**src/rtl/bram_stream_pkg.sv**
```systemverilog
// Shared definitions for the BRAM stream reader: FSM state encodings and
// the depth of the output skid buffer.
package bram_stream_pkg;

  localparam logic [1:0] ST_IDLE  = 2'd0;
  localparam logic [1:0] ST_RUN   = 2'd1;
  localparam logic [1:0] ST_DRAIN = 2'd2;
  localparam logic [1:0] ST_DONE  = 2'd3;

  typedef enum logic [1:0] {
    IDLE  = ST_IDLE,
    RUN   = ST_RUN,
    DRAIN = ST_DRAIN,
    DONE  = ST_DONE
  } state_e;

  localparam int unsigned FIFO_DEPTH = 2;

endpackage

```
**src/rtl/stream_fifo2.sv**
```systemverilog
// Two-entry register FIFO that absorbs the RAM read latency and downstream
// backpressure. Head data is stable while the head entry is not popped.
module stream_fifo2
  import bram_stream_pkg::*;
#(
  parameter int W = 32
) (
  input  logic         clk_i,
  input  logic         rst_i,
  input  logic         push_i,
  input  logic         pop_i,
  input  logic [W-1:0] din_i,
  output logic [W-1:0] head_o,
  output logic [1:0]   occ_o
);

  localparam logic [1:0] FULL = 2'(FIFO_DEPTH);

  logic [W-1:0] mem_q [2];
  logic         wr_ptr_q;
  logic         rd_ptr_q;
  logic [1:0]   occ_q;

  always_ff @(posedge clk_i or posedge rst_i) begin
    if (rst_i) begin
      mem_q[0] <= '0;
      mem_q[1] <= '0;
      wr_ptr_q <= 1'b0;
      rd_ptr_q <= 1'b0;
      occ_q    <= 2'd0;
    end else begin
      if (push_i) mem_q[wr_ptr_q] <= din_i;
      wr_ptr_q <= wr_ptr_q ^ push_i;
      rd_ptr_q <= rd_ptr_q ^ pop_i;
      occ_q    <= occ_q + {1'b0, push_i} - {1'b0, pop_i};
    end
  end

  // The issue rule upstream guarantees these never fire.
  always @(posedge clk_i) begin
    if (!rst_i) begin
      assert (!(push_i && !pop_i && occ_q == FULL));
      assert (!(pop_i && occ_q == 2'd0));
    end
  end

  assign head_o = mem_q[rd_ptr_q];
  assign occ_o  = occ_q;

endmodule

```
**src/rtl/bram_stream_reader.sv**
```systemverilog
// Walks LEN consecutive RAM addresses from BASE and streams the read words
// out on a valid/ready interface with last-beat marking.
module bram_stream_reader
  import bram_stream_pkg::*;
#(
  parameter int ADDRESSWIDTH = 10,
  parameter int BITWIDTH     = 32,
  parameter int LENWIDTH     = ADDRESSWIDTH + 1
) (
  input  logic                    clk_i,
  input  logic                    rst_i,
  input  logic                    start_i,
  input  logic [ADDRESSWIDTH-1:0] base_addr_i,
  input  logic [LENWIDTH-1:0]     len_i,
  output logic                    busy_o,
  output logic                    done_o,
  output logic [ADDRESSWIDTH-1:0] ram_a_o,
  output logic                    ram_en_o,
  input  logic [BITWIDTH-1:0]     ram_dout_i,
  output logic [BITWIDTH-1:0]     m_data_o,
  output logic                    m_valid_o,
  input  logic                    m_ready_i,
  output logic                    m_last_o
);

  state_e                  state_q, state_d;
  logic [ADDRESSWIDTH-1:0] addr_q, addr_d;
  logic [LENWIDTH-1:0]     issue_left_q, issue_left_d;
  logic [LENWIDTH-1:0]     beat_left_q, beat_left_d;
  logic                    inflight_q;

  logic [1:0]              occ;
  logic                    pop;
  logic                    issue;
  logic [2:0]              pending;

  assign pop = m_valid_o && m_ready_i;

  // Words already owed to the buffer after this cycle's pop; a new read is
  // only launched when its data is guaranteed a free slot.
  assign pending = {1'b0, occ} + {2'b0, inflight_q} - {2'b0, pop};
  assign issue   = (state_q == RUN) && (issue_left_q != '0) && (pending < 3'd2);

  always_comb begin
    state_d      = state_q;
    addr_d       = addr_q;
    issue_left_d = issue_left_q;
    beat_left_d  = beat_left_q;

    if (issue) begin
      addr_d       = addr_q + 1'b1;
      issue_left_d = issue_left_q - 1'b1;
    end
    if (pop) beat_left_d = beat_left_q - 1'b1;

    case (state_q)
      IDLE: begin
        if (start_i) begin
          if (len_i != '0) begin
            state_d      = RUN;
            addr_d       = base_addr_i;
            issue_left_d = len_i;
            beat_left_d  = len_i;
          end else begin
            state_d = DONE;
          end
        end
      end
      RUN:     if (issue_left_q == '0) state_d = DRAIN;
      DRAIN:   if (pop && beat_left_q == LENWIDTH'(1)) state_d = DONE;
      DONE:    state_d = IDLE;
      default: state_d = IDLE;
    endcase
  end

  always_ff @(posedge clk_i or posedge rst_i) begin
    if (rst_i) begin
      state_q      <= IDLE;
      addr_q       <= '0;
      issue_left_q <= '0;
      beat_left_q  <= '0;
      inflight_q   <= 1'b0;
    end else begin
      state_q      <= state_d;
      addr_q       <= addr_d;
      issue_left_q <= issue_left_d;
      beat_left_q  <= beat_left_d;
      inflight_q   <= issue;
    end
  end

  stream_fifo2 #(.W(BITWIDTH)) u_fifo (
    .clk_i  (clk_i),
    .rst_i  (rst_i),
    .push_i (inflight_q),
    .pop_i  (pop),
    .din_i  (ram_dout_i),
    .head_o (m_data_o),
    .occ_o  (occ)
  );

  assign ram_en_o  = issue;
  assign ram_a_o   = addr_q;
  assign busy_o    = (state_q != IDLE);
  assign done_o    = (state_q == DONE);
  assign m_valid_o = (occ != 2'd0);
  assign m_last_o  = m_valid_o && (beat_left_q == LENWIDTH'(1));

endmodule
```
**config.mk**
```make
export PLATFORM = sky130hd
export DESIGN_NAME = bram_stream_reader
export DESIGN_NICKNAME = d
export VERILOG_FILES = /design/src/rtl/bram_stream_pkg.sv /design/src/rtl/stream_fifo2.sv /design/src/rtl/bram_stream_reader.sv
export SDC_FILE = /design/constraint.sdc
export NUM_CORES = 1
export LEC_CHECK = 0
export ABC_AREA = 1
export CORE_MARGIN = 1.5
export CORE_UTILIZATION = 30
export CTS_CLUSTER_SIZE = 24
export DETAILED_ROUTE_END_ITERATION = 10
export PLACE_DENSITY_LB_ADDON = 0.3
export SYNTH_ARGS = -nofsm -noshare
export SYNTH_HDL_FRONTEND = slang
export SYNTH_SLANG_ARGS = --single-unit
export TNS_END_PERCENT = 20
```
**constraint.sdc**
```tcl
create_clock -name clk_i -period 2.85 [get_ports clk_i]
set_input_delay 0.4275 -clock clk_i [delete_from_list [all_inputs] [get_ports clk_i]]
set_output_delay 0.4275 -clock clk_i [all_outputs]
set_load 0.005 [all_outputs]
```
==> results.md <==
- Register-to-Register Path Depth: 21
- Clock Path Buffers: 2
- Non-Filler Instances: between 900 and 1000
- Layout cell share with drive strength beyond 1: 0.160
- Post-synth EDFFs: 0
- Sw Share: 0.371
- Yosys cell types: 40
- Max Slew Vio Count: 0
- Status: finished, final reports clean
- Die Y: ~140 um
- Kind of critical path: reg -> out
- TritonCTS clock tree: done
- DP Worst Slack: -0.431 ns
- GR Overflow Total: 0
- Clock power share: 0.157
- Synth area leader: dfrtp_1
- Die footprint: between 15000 and 20000 um^2
- Fill cells: between 1500 and 2000
- Routed via count: between 4000 and 5000
- Ranking of synthesized cells by area: dfrtp_1, nand2_1, o21ai_0, mux2_2, inv_1
- # DRC: 0
- Crit end category: output port
- Clock Skews: about 0.0097 ns
- Largest net degree at the start of global routing: 65
- Detailed placement HPWL: a little over 8000 um
- Die W: 136 um
- Area overhead of the layout relative to synthesis: 33.6%
- Area taken by multi-input logic gates: about 2300 um^2
- Cell count along the critical path: 14
- RSZ-0062 raised after global routing: true
- Vias in the first global route: a little over 4000
- Final Critical Period: between 2 and 3 ns
- GRT Total Usage: 0.141
- Initial Utilization: 0.306
- Number of diodes: 0
- Row cnt: 48
- Final Cycle Share: 0.995
- Slowest Stage Delay on Critical Path: around 0.45 ns
- Max H-tree Level: 3
- Root buffer cell: clkbuf_16
- Vias per inst: 4.40
- I/O Buffers: between 100 and 150
- Post-synthesis sequential area ratio: 0.486
- Maximum vdd drop: 599 uV
- Core area: roughly 17000 um^2
- DRT Wirelength: 12200 um
- Synth Warn #: 0
- Total power draw: 0.00759 W
- P_leak: 3.19 nW
- CP Launch Type: register
- Required time worst endpoint: roughly 2.4 ns
- Hold-fix buffers, CTS: 0
- Fmax: approximately 0.35 GHz
- Reg2Reg Setup Slack: around 0.07 ns
- Synthesized instance count: around 620
- Comb pwr share: 0.488
- CP max stage cell: fa_1
- Sink Count: ~100
- Final #Nets: 808
- Pre-antenna DRT Iters: 4
- Crit-path max FO: 2
- Crit-path cells: inv_2, nand2_2, nand2_2, inv_2, nand2_2, o21ai_2, ha_2, fa_1, o21bai_1, nor2_1, buf_4, nand3_4, inv_4, buf_6
- Yosys reg bits: between 100 and 150
- Cell family with most CP delay: adder cells
- Seq pwr share: 0.355
- First-pass GRT wire length: around 20000 um
- Placed Instances: about 940
- CTS clk-pin slew, worst paths: 0.08 ns
- Net switching power: 0.00282 W
- Net Count, Synth: between 600 and 700
- Int Power: roughly 0.0048 W
- I/O pin cnt: about 100
- Post-synth top area share: 0.486
- DR WL/cell: about 13 um
- Syn avg cell area: between 8 and 9 um^2
- Worst path most repeated cell: nand2_2
- Worst skew pair latency: between 0.3 and 0.4 ns
- Setup WS post-layout: ~0.013 ns
- Setup TNS: 0 ns
- TritonCTS Buffers: 9
- Type of the worst min-delay path: in -> async
- Final Hold Fails: 0
- DR iter-0 viols: 168
- Antenna-violating nets left: 0
- Worst-margin pin slew: 0.597 ns
- Initial antenna violation count: 0
- Area of the mapped netlist: around 5300 um^2
- PD cells: roughly 1100 nW/um^2
- Post-synthesis async set-or-reset flop share: 1.00
- Crit path arrival time: roughly 2.4 ns
- Relative slew slack: 0.602
- Max-Cap Viols: 0
- Placer congestion estimate: ~0.83
- Final Setup Violations: 0
- Worst Path Buf+Inv: 5
- Synth Flop Type: dfrtp_1
- Reg area: roughly 2600 um^2
-- cell usage in the layout (no fill, tap or decap), types with 2 or more instances in the layout --
cell	netlist	layout
buf_12	0	4
mux2_2	31	31
o21ai_0	87	85
ha_1	12	10
nor2_4	1	2
o211ai_2	2	2
buf_6	5	2
o211ai_1	3	3
clkinvlp_4	0	2
or2_2	2	2
nor3_1	9	9
clkbuf_16	0	9
dfrtp_1	103	102
clkdlybuf4s50_1	0	101
nand3_1	30	30
o21bai_1	2	2
nand2_1	140	138
nor2_1	30	30
xor2_1	6	6
xnor2_1	5	5
inv_1	85	84
ha_2	0	2
inv_2	7	7
inv_6	0	4
a31oi_2	4	4
nor2_2	3	2
buf_4	1	29
nand4_1	2	2
nand2_2	6	8
o21ai_1	7	8
-- cell usage after synthesis (3+ instances only) --
master,count
buf_2,4
clkbuf_1,12
nor2_2,3
inv_2,7
inv_1,85
nor3_1,9
buf_1,3
a31oi_2,4
nor2_1,30
o21ai_0,87
nand3_1,30
buf_6,5
dfrtp_1,103
mux2_2,31
nand2_2,6
xor2_1,6
nand2_1,140
o211ai_1,3
ha_1,12
o21ai_1,7
xnor2_1,5
-- worst paths after layout --
path / endpoint / from
max reg2reg: beat_left_q[1] / u_fifo.occ_o[1]
max: ram_en_o / u_fifo.occ_o[1]
max in group asynchronous: u_fifo.mem_q[20] / rst_i
min in group clk_i: u_fifo.mem_q[24] / u_fifo.mem_q[24]
min reg2reg: u_fifo.mem_q[24] / u_fifo.mem_q[24]
min: u_fifo.mem_q[0] / rst_i
-- layout make-up --
cell class                      count  share of cell area
Tap cell                          225              0.0397
Inverter                           93              0.0502
Multi-Input combinational cell    394               0.318
Clock buffer                        9              0.0318
Timing Repair Buffer              137               0.189
Sequential cell                   103               0.364
Clock inverter                      6             0.00724
-- state kept, by name (all words and copies together) (netlist names) --
name and flops:
ram_a_o 10, u_fifo.wr_ptr_q 1, u_fifo.rd_ptr_q 1, u_fifo.occ_o 2, beat_left_q 11, state_q 2, inflight_q 1, issue_left_q 11
u_fifo.mem_q 64
-- layer usage --
layer  vias to the layer above  global-route usage  part of all wire
li1                       2204                   -                 -
met1                      1943               0.192              0.50
met2                        96               0.224              0.45
met3                        11              0.0306             0.046
met4                         0              0.0408             0.012
met5                         -                   0                 0
-- cell families after synthesis --
logic type	synth area share
flops	0.486
mux	0.0680
fa+ha+maj	0.0321
xor+xnor	0.0182
simple gates	0.183
compound gates	0.119
buf+inv	0.0928
-- power groups by stage --
stage	Clock, W	Sequential [W]	Combinational [W]
after floorplan	0	0.00256	0.00223
after global placement	0	0.00271	0.00356
after detailed placement	0	0.00272	0.00360
after CTS	0.00126	0.00270	0.00373
after global routing	0.00131	0.00281	0.00422
final	0.00119	0.00269	0.00371
-- per-stage QoR --
step           hold WS, ns  area, um^2   util
2_1_floorplan        0.458        5310      -
3_3_place_gp         0.470        6660  0.385
3_5_place_dp         0.483        6660  0.385
4_1_cts              0.462        7060  0.408
5_1_grt              0.488        7080  0.410
6_report             0.455        7080  0.410
-- what timing repair did --
action,4_1_cts,5_1_grt
buffers inserted,17,2
gates resized for setup,11,3
pin swaps,3,2
setup endpoints to repair,1,7
(Power assumes the default switching activity.)
